## config.mk

```make
export PLATFORM = sky130hd
export DESIGN_NAME = seq_multiplier
export DESIGN_NICKNAME = d
export VERILOG_FILES = /design/src/rtl/seq_multiplier_pkg.sv /design/src/rtl/seq_multiplier.sv
export SDC_FILE = /design/constraint.sdc
export NUM_CORES = 1
export LEC_CHECK = 0
export ABC_CLOCK_PERIOD_IN_PS = 3100
export BUFFER_PORTS_ARGS = -buffer_cell sky130_fd_sc_hd__clkbuf_2
export CAP_MARGIN = 5
export CORE_MARGIN = 3
export CORE_UTILIZATION = 55
export DETAILED_ROUTE_END_ITERATION = 7
export GPL_ROUTABILITY_DRIVEN = 1
export PLACE_DENSITY = 0.75
export SLEW_MARGIN = 20
export SYNTH_ARGS = -nofsm -noshare
export SYNTH_HDL_FRONTEND = slang
export SYNTH_SLANG_ARGS = --single-unit
```

## constraint.sdc

```tcl
create_clock -name clk -period 3.1 [get_ports clk]
set_clock_uncertainty 0.05 [all_clocks]
set_input_delay 0.155 -clock clk [delete_from_list [all_inputs] [get_ports clk]]
set_output_delay 0.155 -clock clk [all_outputs]
set_load 0.005 [all_outputs]
```

## src/rtl/seq_multiplier_pkg.sv

```systemverilog
// Shared types for the iterative shift-add multiplier.
// The state encoding is fixed so that debug traces read the same across builds.
package seq_multiplier_pkg;

  typedef enum logic [1:0] {
    ST_IDLE = 2'd0,
    ST_RUN  = 2'd1,
    ST_FIX  = 2'd2,
    ST_DONE = 2'd3
  } state_e;

  // Iteration counter width: must hold the values 0 .. width.
  function automatic int unsigned cnt_width(input int unsigned width);
    return $clog2(width + 1);
  endfunction

endpackage

```

## src/rtl/seq_multiplier.sv

```systemverilog
// Radix-2 shift-add multiplier with a fixed latency of WIDTH+1 cycles from accept to result.
// Operands are reduced to magnitudes on accept and the sign is reapplied in FIX.
module seq_multiplier
  import seq_multiplier_pkg::*;
#(
  parameter int unsigned WIDTH        = 8,
  parameter bit          FULL_PRODUCT = 1'b0,
  localparam int unsigned OUT_W       = FULL_PRODUCT ? 2 * WIDTH : WIDTH
) (
  input  logic             clk,
  input  logic             rst,
  input  logic             in_valid,
  output logic             in_ready,
  input  logic [WIDTH-1:0] a,
  input  logic [WIDTH-1:0] b,
  input  logic             signed_mode,
  output logic             out_valid,
  input  logic             out_ready,
  output logic [OUT_W-1:0] out,
  output logic             ovf,
  output logic [1:0]       state_o
);

  localparam int unsigned CNT_W = cnt_width(WIDTH);
  localparam int unsigned ACC_W = 2 * WIDTH;

  // Handshakes: a transfer happens on a rising edge where valid and ready are
  // both high; valid never depends combinationally on ready on either side.

  state_e             state_q, state_d;
  logic [WIDTH-1:0]   mcand_q, mcand_d;
  logic [WIDTH-1:0]   mplier_q, mplier_d;
  logic [ACC_W-1:0]   acc_q, acc_d;
  logic [CNT_W-1:0]   count_q, count_d;
  logic               neg_q, neg_d;
  logic               signed_q, signed_d;
  logic [OUT_W-1:0]   out_q, out_d;
  logic               ovf_q, ovf_d;

  logic               load_en;
  logic               step_en;
  logic               fix_en;
  logic [WIDTH-1:0]   a_mag;
  logic [WIDTH-1:0]   b_mag;
  logic [ACC_W-1:0]   prod;
  logic               hi_nonzero;
  logic               sign_ext_ok;
  logic               ovf_calc;

  // ---------------------------------------------------------------- state register
  always_ff @(posedge clk) begin
    if (rst) begin
      state_q <= ST_IDLE;
    end else begin
      state_q <= state_d;
    end
  end

  // ---------------------------------------------------------------- next state
  always_comb begin
    state_d = state_q;
    unique case (state_q)
      ST_IDLE: if (in_valid) state_d = ST_RUN;
      ST_RUN:  if (count_q == CNT_W'(WIDTH - 1)) state_d = ST_FIX;
      ST_FIX:  state_d = ST_DONE;
      ST_DONE: if (out_ready) state_d = ST_IDLE;
      default: state_d = ST_IDLE;
    endcase
  end

  // ---------------------------------------------------------------- FSM outputs
  always_comb begin
    in_ready  = 1'b0;
    out_valid = 1'b0;
    load_en   = 1'b0;
    step_en   = 1'b0;
    fix_en    = 1'b0;
    unique case (state_q)
      ST_IDLE: begin
        in_ready = 1'b1;
        load_en  = in_valid;
      end
      ST_RUN:  step_en   = 1'b1;
      ST_FIX:  fix_en    = 1'b1;
      ST_DONE: out_valid = 1'b1;
      default: in_ready  = 1'b0;
    endcase
  end

  // ---------------------------------------------------------------- datapath
  always_comb begin
    a_mag = (signed_mode && a[WIDTH-1]) ? (~a + WIDTH'(1)) : a;
    b_mag = (signed_mode && b[WIDTH-1]) ? (~b + WIDTH'(1)) : b;
    prod  = neg_q ? (~acc_q + ACC_W'(1)) : acc_q;

    // Signed truncation is lossless only if the dropped bits replicate bit WIDTH-1.
    hi_nonzero  = |prod[ACC_W-1:WIDTH];
    sign_ext_ok = (&prod[ACC_W-1:WIDTH-1]) | ~(|prod[ACC_W-1:WIDTH-1]);
    ovf_calc    = FULL_PRODUCT ? 1'b0 : (signed_q ? ~sign_ext_ok : hi_nonzero);
  end

  always_comb begin
    mcand_d  = mcand_q;
    mplier_d = mplier_q;
    acc_d    = acc_q;
    count_d  = count_q;
    neg_d    = neg_q;
    signed_d = signed_q;
    out_d    = out_q;
    ovf_d    = ovf_q;

    if (load_en) begin
      mcand_d  = a_mag;
      mplier_d = b_mag;
      neg_d    = signed_mode & (a[WIDTH-1] ^ b[WIDTH-1]);
      signed_d = signed_mode;
      acc_d    = '0;
      count_d  = '0;
    end

    if (step_en) begin
      if (mplier_q[0]) begin
        acc_d = acc_q + (ACC_W'(mcand_q) << count_q);
      end
      mplier_d = mplier_q >> 1;
      count_d  = count_q + CNT_W'(1);
    end

    if (fix_en) begin
      out_d = prod[OUT_W-1:0];
      ovf_d = ovf_calc;
    end
  end

  always_ff @(posedge clk) begin
    if (rst) begin
      mcand_q  <= '0;
      mplier_q <= '0;
      acc_q    <= '0;
      count_q  <= '0;
      neg_q    <= 1'b0;
      signed_q <= 1'b0;
      out_q    <= '0;
      ovf_q    <= 1'b0;
    end else begin
      mcand_q  <= mcand_d;
      mplier_q <= mplier_d;
      acc_q    <= acc_d;
      count_q  <= count_d;
      neg_q    <= neg_d;
      signed_q <= signed_d;
      out_q    <= out_d;
      ovf_q    <= ovf_d;
    end
  end

  assign out     = out_q;
  assign ovf     = ovf_q;
  assign state_o = state_q;

endmodule

```

==> metrics.md <==
| Metric | Value |
|---|---|
| Status | complete, no violations |
| Area leader, netlist | dfxtp_1 |
| Slew Limit Fails | 0 |
| Hold WS | 0.0327 ns |
| Met1 Track Usage GR | 0.282 |
| Peak supply drop | 0.000356 V |
| R2r setup slk | 0.16 ns |
| CTS buffer count | 5 |
| Total gr overflow | 0 |
| Slew HR | 0.478 |
| Critical path fanouts, max | 6 |
| Busiest grt layer | met2 |
| Height of the die | 88.4 um |
| Pre-antenna DRT Iters | 7 |
| Initial antenna violation count | 0 |
| Initial detailed-routing violation count | 156 |
| Critical path startpoint category | register |
| H-tree depth | 2 |
| F_max | 0.340 GHz |
| M3 GR Usage | 0.0345 |
| Sink Count | 49 |
| Max-cap violations | 0 |
| Die width | 88.4 um |
| Min-delay worst type | in -> reg |
| Clock transition at path regs | 0.09 ns |
| Layout cells sized above 1 | 0.186 |
| WS Path Type | reg -> reg |
| Internal power | 1.41 mW |
| Flops & latches, synth | 49 |
| Power, Total | 2.42 mW |
| Die ar. | 7810 sq um |
| Sw Ratio | 0.418 |
| PwrDens | 582 nW/um^2 |
| Detailed-route DRC error count | 0 |
| Final Hold Fails | 0 |
| Vias in the first global route | 3086 |
| CTS max path bufs | 2 |
| Worst Hold End | mcand_q[0] |
| FP Rows | 29 |
| Netlist cell types | 58 |
| Number of setup violations in the final report | 0 |
| Post-synth EDFFs | 0 |
| Reg2reg path depth | 13 |
| Leakage power | 1.79 nW |
| FF-to-FF Start | count_q[1] |
| Total wire length | 8800 um |
| Synth Area per Inst | 7.81 sq um |
| Worst-margin pin slew | 0.781 ns |
| Vias per cell | 6.02 |
| Post-layout min period | 2.94 ns |
| Asr flop ratio synth | 0 |
| Min-delay src | a[0] |
| Clk Latency, worst-skew pair | 0.32 ns |
| Req. time, crit path | 3.27 ns |
| Root Buffer | clkbuf_8 |
| Switch Pwr | 1.01 mW |
| Tcrit/Tclk final | 0.948 |
| Core ar. | 6460 sq um |
| Logic pwr share | 0.476 |
| Mapped Nets | 523 |
| Clock power share | 0.162 |
| Largest net degree at the start of global routing | 34 |
| Worst EP arrival | 3.11 ns |
| Top_reg_cell synth | dfxtp_1 |
| Post-synthesis cell area | 3730 sq um |
| First-pass GRT wire length | 14200 um |
| Seq pwr share | 0.363 |
| WL/cell | 15.0 um |
| Fin nets | 555 |
| Fill count | 562 |
| Sequential cell area fraction in the yosys report | 0.263 |
| Gr usage total | 0.228 |
| Post-DP HPWL | 6770 um |
| CP endpoint kind | register |
| Top cell type's share of synthesized area | 0.263 |
| Worst hold stages | 3 |
| Most frequent cells in the layout | 64 x nor2_1, 46 x dfxtp_1, 45 x nand2_1, 33 x clkbuf_2, 32 x a21oi_1 |
| CTS tree | built |
| GR Util met2 | 0.409 |
| R2r endpoint | acc_q[14] |
| Placer Congestion | 0.928 |
| Initial Utilization | 0.578 |
| Synth warn | 0 |
| Synthesized netlist cell count | 478 |
| Synth area leaders | dfxtp_1 26%, ha_1 7.7%, nor2_1 6.4% |
| Area growth from synthesis to final layout | 11.5% |
| IO Pins | 34 |
| Via count | 3537 |
| Final ANT Viol Nets | 0 |
| PortBufs | 33 |
| ANT cells | 0 |
| Most common cell after layout, fill and taps aside | nor2_1 |
-- worst max-delay path by stage --
stage	from	endpoint	slack, ns	cells past startpoint
3_5_place_dp	count_q[0]	acc_q[15]	-0.06	10
3_3_place_gp	count_q[0]	acc_q[15]	0.04	10
6_report	count_q[1]	acc_q[14]	0.16	13
2_1_floorplan	count_q[2]	acc_q[14]	0.03	12
4_1_cts	count_q[1]	acc_q[15]	0.009	14
5_1_grt	count_q[0]	acc_q[15]	-0.001	13
-- synth_stat cells, types with 5 or more instances --
library cell	instances
nor2_1	64
nand2b_1	7
mux2_2	6
nor2b_1	5
nand3_1	12
a22o_1	5
mux2i_1	13
a22oi_1	7
a311oi_1	6
a211oi_1	20
or3_1	8
dfxtp_1	49
inv_1	17
xor2_1	15
nor3_1	6
xnor2_1	13
a31oi_1	6
o21ai_0	25
a21oi_1	34
nand2_1	45
clkbuf_1	22
or2_2	5
a21o_1	6
ha_1	23
-- sequential cells by signal, indices dropped and copies added, names as in the netlist --
name	cells
acc_q	16
count_q	4
mcand_q	8
mplier_q	8
neg_q	1
out	8
ovf	1
signed_q	1
state_o	2
-- through the flow --
step / setup slack (ns) / TNS (ns) / cell area [sq um] / util / instances
floorplan: 0.0332 / 0 / 3730 / - / 478
global placement: 0.0377 / 0 / 4010 / 0.621 / 579
detailed placement: -0.0584 / -0.0667 / 4010 / 0.621 / 579
CTS: 0.00945 / 0 / 4110 / 0.637 / 587
global route: -0.00101 / -0.00101 / 4160 / 0.644 / 588
finish: 0.160 / 0 / 4160 / 0.644 / 588
-- layer usage --
| layer | up-vias | routed length (um) |
|---|---|---|
| met5 | - | 0 |
| met3 | 11 | 297 |
| met4 | 0 | 135 |
| met1 | 1652 | 4040 |
| met2 | 70 | 4330 |
| li1 | 1804 | - |
-- repair_timing --
item	in CTS	in global routing
setup endpoints to repair	3	6
setup buffers	0	1
pin swaps	0	2
gates resized for setup	3	18
hold buffers	0	0
hold endpoints to repair	0	0
-- critical path: stages (launching register included) --
cell and delay (ns):
dfxtp_4 0.38, buf_4 0.14, nor2_1 0.04, nand2_1 0.11, nor3_1 0.06, ha_1 0.22, fa_1 0.44, a211o_1 0.34
a21oi_1 0.23, o21ai_2 0.14, a21oi_2 0.20, o21ai_0 0.11, xor2_1 0.15, a22o_1 0.23
-- final cells by class --
cell class,count,area (sq um),share of cell area
Clock inverter,3,22.5,0.00542
Tap cell,77,96.3,0.0232
Multi-Input combinational cell,384,2610,0.626
Inverter,17,63.8,0.0153
Sequential cell,49,987,0.237
Clock buffer,5,68.8,0.0165
Timing Repair Buffer,53,315,0.0758
-- power groups by stage --
stage / Sequential (mW) / Clock (mW) / Combinational, mW
3_3_place_gp: 0.880 / 0 / 1.09
2_1_floorplan: 0.849 / 0 / 0.851
4_1_cts: 0.876 / 0.398 / 1.13
3_5_place_dp: 0.889 / 0 / 1.12
5_1_grt: 0.895 / 0.427 / 1.30
6_report: 0.878 / 0.392 / 1.15
-- cell families after synthesis --
logic type / count (synthesis) / synth area share
AO/OA/AOI/OAI: 136 / 0.253
XOR/XNOR: 28 / 0.0657
adder cells (fa/ha/maj): 24 / 0.0825
buffers and inverters: 45 / 0.0500
flip-flops: 49 / 0.263
multiplexers: 21 / 0.0651
AND/OR/NAND/NOR: 175 / 0.221
(Power assumes the default switching activity.)
